`config.mk`:
```
export PLATFORM = sky130hd
export DESIGN_NAME = wb_pipe_reg_flat
export DESIGN_NICKNAME = d
export VERILOG_FILES = /design/src/rtl/wb_pipe_reg_if.sv /design/src/rtl/wb_pipe_reg.sv /design/src/flat_wrapper.sv
export SDC_FILE = /design/constraint.sdc
export NUM_CORES = 1
export LEC_CHECK = 0
export BUFFER_PORTS_ARGS = -buffer_cell sky130_fd_sc_hd__buf_4
export CAP_MARGIN = 30
export CORE_MARGIN = 4
export CORE_UTILIZATION = 30
export DETAILED_ROUTE_END_ITERATION = 7
export PLACE_DENSITY = 0.47
export REMOVE_ABC_BUFFERS = 1
export SLEW_MARGIN = 20
export SYNTH_ARGS = -nofsm -noshare
export SYNTH_HDL_FRONTEND = slang
export SYNTH_SLANG_ARGS = --single-unit
```
`constraint.sdc`:
```
create_clock -name clk -period 2.3 [get_ports clk]
set_input_delay 0.115 -clock clk [delete_from_list [all_inputs] [get_ports clk]]
set_output_delay 0.115 -clock clk [all_outputs]
set_load 0.02 [all_outputs]
```
`src/rtl/wb_pipe_reg_if.sv`:
```
// MEM -> WB writeback bundle with valid/ready handshakes on both sides.
interface wb_pipe_reg_if #(
  parameter int unsigned DATA_W     = 32,
  parameter int unsigned REG_ADDR_W = 5
);
  // MEM-stage side
  logic                  in_valid;
  logic                  in_ready;
  logic [REG_ADDR_W-1:0] mem_wd;
  logic                  mem_wreg;
  logic [DATA_W-1:0]     mem_wdata;
  logic                  mem_whilo;
  logic [DATA_W-1:0]     mem_hi;
  logic [DATA_W-1:0]     mem_lo;
  // Writeback side
  logic                  out_valid;
  logic                  out_ready;
  logic [REG_ADDR_W-1:0] wb_wd;
  logic                  wb_wreg;
  logic [DATA_W-1:0]     wb_wdata;
  logic                  wb_whilo;
  logic [DATA_W-1:0]     wb_hi;
  logic [DATA_W-1:0]     wb_lo;

  // Environment view: MEM stage produces bundles, writeback consumes them
  modport master (
    output in_valid, mem_wd, mem_wreg, mem_wdata, mem_whilo, mem_hi, mem_lo,
    output out_ready,
    input  in_ready,
    input  out_valid, wb_wd, wb_wreg, wb_wdata, wb_whilo, wb_hi, wb_lo
  );

  // Pipeline register view
  modport slave (
    input  in_valid, mem_wd, mem_wreg, mem_wdata, mem_whilo, mem_hi, mem_lo,
    input  out_ready,
    output in_ready,
    output out_valid, wb_wd, wb_wreg, wb_wdata, wb_whilo, wb_hi, wb_lo
  );
endinterface

```
`src/rtl/wb_pipe_reg.sv`:
```
// MEM/WB pipeline register: main entry plus one skid entry, synchronous flush,
// saturating downstream-stall counter. Bubbles never assert wb_wreg/wb_whilo.
module wb_pipe_reg #(
  parameter int unsigned DATA_W     = 32,
  parameter int unsigned REG_ADDR_W = 5,
  parameter int unsigned CNT_W      = 16
) (
  input  logic             clk,
  input  logic             rst,
  input  logic             flush,
  wb_pipe_reg_if.slave     bus,
  output logic [CNT_W-1:0] stall_cnt
);

  typedef struct packed {
    logic [REG_ADDR_W-1:0] wd;
    logic                  wreg;
    logic [DATA_W-1:0]     wdata;
    logic                  whilo;
    logic [DATA_W-1:0]     hi;
    logic [DATA_W-1:0]     lo;
  } payload_t;

  // Encoding is {skid_valid, main_valid}
  localparam logic [1:0] ST_EMPTY = 2'b00;
  localparam logic [1:0] ST_ONE   = 2'b01;
  localparam logic [1:0] ST_FULL  = 2'b11;

  localparam logic [CNT_W-1:0] CNT_MAX = {CNT_W{1'b1}};

  logic [1:0] state_q, state_d;
  payload_t   main_q, main_d;
  payload_t   skid_q, skid_d;
  payload_t   in_pl;
  logic       in_ready_q;
  logic       wreg_q;
  logic       whilo_q;
  logic       accept_c;
  logic       drain_c;

  assign in_pl = '{wd:    bus.mem_wd,
                   wreg:  bus.mem_wreg,
                   wdata: bus.mem_wdata,
                   whilo: bus.mem_whilo,
                   hi:    bus.mem_hi,
                   lo:    bus.mem_lo};

  assign accept_c = bus.in_valid & in_ready_q;
  assign drain_c  = state_q[0] & bus.out_ready;

  // Next state and entry loads; flush empties both entries and drops the input
  always_comb begin
    state_d = state_q;
    main_d  = main_q;
    skid_d  = skid_q;
    if (flush) begin
      state_d = ST_EMPTY;
    end else begin
      case (state_q)
        ST_EMPTY: begin
          if (accept_c) begin
            state_d = ST_ONE;
            main_d  = in_pl;
          end
        end
        ST_ONE: begin
          if (accept_c && drain_c) begin
            main_d = in_pl;
          end else if (drain_c) begin
            state_d = ST_EMPTY;
          end else if (accept_c) begin
            state_d = ST_FULL;
            skid_d  = in_pl;
          end
        end
        ST_FULL: begin
          // in_ready is low here, so no accept can coincide with the drain
          if (drain_c) begin
            state_d = ST_ONE;
            main_d  = skid_q;
          end
        end
        default: state_d = ST_EMPTY;
      endcase
    end
  end

  // State and registered handshake/qualified-enable outputs
  always_ff @(posedge clk or negedge rst) begin
    if (!rst) begin
      state_q    <= ST_EMPTY;
      in_ready_q <= 1'b1;
      wreg_q     <= 1'b0;
      whilo_q    <= 1'b0;
    end else begin
      state_q    <= state_d;
      in_ready_q <= ~state_d[1];
      wreg_q     <= main_d.wreg & state_d[0];
      whilo_q    <= main_d.whilo & state_d[0];
    end
  end

  // Payload entries; next values equal current ones unless an entry loads
  always_ff @(posedge clk or negedge rst) begin
    if (!rst) begin
      main_q <= '0;
      skid_q <= '0;
    end else begin
      main_q <= main_d;
      skid_q <= skid_d;
    end
  end

  // Saturating count of cycles the writeback side holds off a valid bundle
  always_ff @(posedge clk or negedge rst) begin
    if (!rst) begin
      stall_cnt <= '0;
    end else if (state_q[0] && !bus.out_ready && (stall_cnt != CNT_MAX)) begin
      stall_cnt <= stall_cnt + CNT_W'(1);
    end
  end

  assign bus.in_ready  = in_ready_q;
  assign bus.out_valid = state_q[0];
  assign bus.wb_wd     = main_q.wd;
  assign bus.wb_wreg   = wreg_q;
  assign bus.wb_wdata  = main_q.wdata;
  assign bus.wb_whilo  = whilo_q;
  assign bus.wb_hi     = main_q.hi;
  assign bus.wb_lo     = main_q.lo;

endmodule

```
`src/flat_wrapper.sv`:
```
// flat-port wrapper written by rule: the top's interface ports become plain ports
module wb_pipe_reg_flat 
#(
  parameter int unsigned DATA_W     = 32,
  parameter int unsigned REG_ADDR_W = 5,
  parameter int unsigned CNT_W      = 16
)
  (clk, rst, flush, stall_cnt, bus_in_valid, bus_mem_wd, bus_mem_wreg, bus_mem_wdata, bus_mem_whilo, bus_mem_hi, bus_mem_lo, bus_out_ready, bus_in_ready, bus_out_valid, bus_wb_wd, bus_wb_wreg, bus_wb_wdata, bus_wb_whilo, bus_wb_hi, bus_wb_lo);
  wb_pipe_reg_if #(.DATA_W(DATA_W), .REG_ADDR_W(REG_ADDR_W)) bus_i ();
  input  logic clk;
  input  logic rst;
  input  logic flush;
  output logic [CNT_W-1:0] stall_cnt;
  input wire logic [$bits(bus_i.in_valid)-1:0] bus_in_valid;
  input wire logic [$bits(bus_i.mem_wd)-1:0] bus_mem_wd;
  input wire logic [$bits(bus_i.mem_wreg)-1:0] bus_mem_wreg;
  input wire logic [$bits(bus_i.mem_wdata)-1:0] bus_mem_wdata;
  input wire logic [$bits(bus_i.mem_whilo)-1:0] bus_mem_whilo;
  input wire logic [$bits(bus_i.mem_hi)-1:0] bus_mem_hi;
  input wire logic [$bits(bus_i.mem_lo)-1:0] bus_mem_lo;
  input wire logic [$bits(bus_i.out_ready)-1:0] bus_out_ready;
  output wire logic [$bits(bus_i.in_ready)-1:0] bus_in_ready;
  output wire logic [$bits(bus_i.out_valid)-1:0] bus_out_valid;
  output wire logic [$bits(bus_i.wb_wd)-1:0] bus_wb_wd;
  output wire logic [$bits(bus_i.wb_wreg)-1:0] bus_wb_wreg;
  output wire logic [$bits(bus_i.wb_wdata)-1:0] bus_wb_wdata;
  output wire logic [$bits(bus_i.wb_whilo)-1:0] bus_wb_whilo;
  output wire logic [$bits(bus_i.wb_hi)-1:0] bus_wb_hi;
  output wire logic [$bits(bus_i.wb_lo)-1:0] bus_wb_lo;
  assign bus_i.in_valid = bus_in_valid;
  assign bus_i.mem_wd = bus_mem_wd;
  assign bus_i.mem_wreg = bus_mem_wreg;
  assign bus_i.mem_wdata = bus_mem_wdata;
  assign bus_i.mem_whilo = bus_mem_whilo;
  assign bus_i.mem_hi = bus_mem_hi;
  assign bus_i.mem_lo = bus_mem_lo;
  assign bus_i.out_ready = bus_out_ready;
  assign bus_in_ready = bus_i.in_ready;
  assign bus_out_valid = bus_i.out_valid;
  assign bus_wb_wd = bus_i.wb_wd;
  assign bus_wb_wreg = bus_i.wb_wreg;
  assign bus_wb_wdata = bus_i.wb_wdata;
  assign bus_wb_whilo = bus_i.wb_whilo;
  assign bus_wb_hi = bus_i.wb_hi;
  assign bus_wb_lo = bus_i.wb_lo;
  wb_pipe_reg #(.DATA_W(DATA_W), .REG_ADDR_W(REG_ADDR_W), .CNT_W(CNT_W)) u_core (.clk(clk), .rst(rst), .flush(flush), .bus(bus_i), .stall_cnt(stall_cnt));
endmodule
```
==> metrics.md <==
| Metric | Value |
|---|---|
| Status | `finished, final reports clean` |
| Compound-Gate Fraction of Synth Area | `between 10% and 20%` |
| Dpl hpwl | `16500 um` |
| CP Class | `flop to flop` |
| Max FO, Critical Path | `22` |
| Antenna cells | `0` |
| Startpoint Class | `flop` |
| Worst hold slack | `roughly 0.089 ns` |
| Yosys Warn Count | `0` |
| Antenna Nets Post-Route | `0` |
| Cell Chain, Critical Path | `nand2_2, nor4_4, buf_12, buf_4, mux2_2` |
| Post-synthesis mux area share | `a little under an eighth` |
| Crit path buffers/inverters | `2` |
| Share of the synthesized area in the top cell type | `55.2%` |
| Endpoint class of the critical path | `flop` |
| Simple-gate share of the synthesized area | `slightly below 7%` |
| Vias in the first global route | `between 7000 and 8000` |
| # IOs | `between 200 and 250` |
| Asr flop ratio synth | `100%` |
| Hold Fails Final Rpt | `0` |
| Clock network fraction of total power | `between 30% and 40%` |
| DRT Wirelength | `between 20000 and 30000 um` |
| GP Congestion | `between 0.7 and 0.8` |
| Power share of the combinational group | `19.9%` |
| Avg WL per Cell | `16.4 um` |
| Largest net degree at the start of global routing | `between 100 and 150` |
| Hold WC Path Type | `primary input to flop` |
| Unrepaired setup endpoints after global routing | `false` |
| Chip width | `193 um` |
| Gr usage total | `13.6%` |
| Grt ovf | `0` |
| Max cap viols | `0` |
| DRC | `0` |
| Clock-pin slew on the worst setup and hold paths | `approximately 0.060 ns` |
| Synth Area in Adders | `0.122%` |
| Cell taking the most area after synthesis | `dfrtp_1` |
| Main synth FF type | `dfrtp_1` |
| Effective utilization at floorplan | `30.5%` |
| Endpoints failing setup | `0` |
| Max-slew violation count | `0` |
| Via-to-Cell Ratio | `about 4.5` |
| Seq pwr share | `45.4%` |
| EDFF count, synth | `0` |
| Rel. slew slack | `61.7%` |
| Fmax | `a little over 0.5 GHz` |
| Detailed Route Iter0 Violations | `roughly 300` |
| CTS Root Buffer Type | `clkbuf_16` |
| CTS sink cnt | `227` |
| Initial antenna violation count | `0` |
| H-tree Lvls | `1` |
| XOR/XNOR Fraction of Synth Area | `1.03%` |
| FP Rows | `67` |
| CTS tree | `done` |
| Setup TNS | `0 ns` |
| CP max stage delay | `~0.57 ns` |
| Synthesized instance count | `slightly below 900` |
| Post-CTS Setup Inserts | `0` |
| Area post-placement | `0.0117 sq mm` |
| Post-synthesis to final-layout area growth | `33.0%` |
| Top-count cell post-synth | `dfrtp_1` |
| Final Util | `about two fifths` |
| Router iterations before antenna repair | `4` |
| Worst IR Drop VDD | `between 0.5 and 0.6 mV` |
| Vias | `a little over 7000` |
| Internal | `between 0.008 and 0.009 W` |
| Commonest cells post-synth | `226 x dfrtp_1, 110 x buf_4, 110 x nand2_1` |
| Arrival @ worst endpoint | `between 2 and 2.5 ns` |
| Full die area | `0.0372 sq mm` |
| Main combinational cell family by area after synthesis | `compound AO/OA/AOI/OAI gates` |
| Placeable Area | `roughly 0.034 sq mm` |
| Setup Skew | `0.00776 ns` |
| LEAKAGE | `between 6 and 7 nW` |
| Least-Margin Pin Slew | `between 0.5 and 0.6 ns` |
| Die H | `~190 um` |
| First-pass GRT wire length | `around 41000 um` |
| Yosys reg bits | `227` |
| Sw Ratio | `27.5%` |
| Average footprint of a synthesized cell | `between 10 and 15 sq um` |
| NetSw | `roughly 0.0032 W` |
| CTS Buf Count | `26` |
| Pwr dens | `between 800 and 900 mW/mm^2` |
| Port bufs | `about 230` |
| Post-route cell area | `around 0.014 sq mm` |
| Register area share after synthesis | `55.5%` |
| Crit path max-delay family | `flip-flops` |
| Clock latency at the later pin of the worst-skew pair | `between 0.5 and 0.6 ns` |
| Nets | `around 1200` |
| Layout cells sized above 1 | `34.8%` |
| Synthesized area | `~0.01 sq mm` |
| CTS max path bufs | `3` |
| Min Tclk post-route | `between 1.5 and 2 ns` |
| Distinct cells, synth | `47` |
| Crit share post-route | `85.4%` |
| Top cells by area, synth | `dfrtp_1 55%, mux2_2 10%, buf_4 8.1%, a22oi_1 7.4%, nand2_1 4.0%` |
| Req. time, crit path | `~2.7 ns` |
| CP max-delay cell | `dfstp_2` |
flip-flops by register name (all words and copies together), names as in the netlist:
signal               flops
u_core.bus.wb_wdata     32
u_core.bus.wb_hi        32
u_core.bus.wb_lo        32
u_core.main_q            2
u_core.skid_q          103
u_core.bus.in_ready      1
u_core.state_q           2
u_core.bus.wb_wreg       1
u_core.bus.wb_wd         5
u_core.bus.wb_whilo      1
u_core.stall_cnt        16
metrics by stage:
step	worst slack (ns)	instances	total power, W
after floorplan	-4.45	726	0.00646
after detailed placement	0.322	1422	0.00752
after CTS	0.313	1570	0.0118
final	0.337	1570	0.0116
after global placement	0.360	1422	0.00748
after global routing	0.198	1570	0.0122
path summary, 6_finish.rpt:
check | start | end | slack [ns] | depth (start not counted)
setup / recovery | u_core.bus.in_ready | u_core.skid_q[7] | 0.34 | 5
hold / removal | bus_in_valid | u_core.bus.wb_wreg | 0.09 | 3
setup reg to reg | u_core.bus.in_ready | u_core.skid_q[7] | 0.34 | 5
hold reg to reg | u_core.bus.wb_lo[1] | u_core.bus.wb_lo[1] | 0.48 | 2
max in group asynchronous | rst | u_core.bus.wb_lo[25] | 1.49 | 3
min in group asynchronous | rst | u_core.bus.wb_hi[27] | 0.11 | 2
layout make-up:
class,instances,area [sq um]
multi-input combinational,492,3450
clock inverter,2,35.0
sequential,227,5680
tap,448,561
clock buffer,40,785
fill,3299,20000
timing repair buffer,354,3090
inverter,7,26.3
timing repair:
item | in CTS | in global routing
endpoints found under the hold margin | 436 | 0
hold buffers | 106 | 0
gates resized for setup | 0 | 0
cells in the final DEF (no fill, tap or decap), types with 2 or more instances in the layout:
cell type,Yosys,routed
xnor2_1,4,4
a21oi_1,4,4
clkbuf_8,0,6
a21o_1,2,2
mux2_1,11,11
o21ai_1,80,80
inv_1,7,7
nand3_1,6,6
clkbuf_16,0,27
nand4b_1,2,2
nand4_1,6,6
dlygate4sd3_1,0,106
o21ai_0,23,23
xor2_1,8,8
o21a_1,3,3
a31oi_1,3,3
nor2_1,4,3
dfrtp_1,226,226
nor4_4,2,2
nor4_1,3,3
buf_12,0,13
nand2_1,110,110
mux2_2,95,95
clkbuf_1,23,7
nor3_1,5,4
a22oi_1,101,101
buf_4,110,234
metal layers:
layer	GRT usage, %	share of wire (%)	vias up
met2	20.8	44	173
met1	19.9	48	3400
met3	3.06	6.5	25
met5	0	0	-
li1	-	-	3482
met4	2.41	1.3	0
worst min-delay path: stages:
cell and delay [ns]:
buf_4 0.10, a21oi_1 0.14, o22ai_1 0.20
logic make-up after synthesis:
group                      count (synthesis)
AOI/OAI and AO/OA                        222
DFF                                      227
and+or+nand+nor                          150
muxes                                    107
xor gates and xnor gates                  12
buffers and inverters                    165
adders and majority gates                  1
power groups by stage:
stage               sequential, W  combinational, W  clock [W]
floorplan                 0.00557          0.000890          0
global placement          0.00531           0.00217          0
detailed placement        0.00532           0.00220          0
CTS                       0.00526           0.00235    0.00417
global route              0.00536           0.00255    0.00432
finish                    0.00525           0.00231    0.00401
Note: power is estimated with default switching activity, not from simulation.
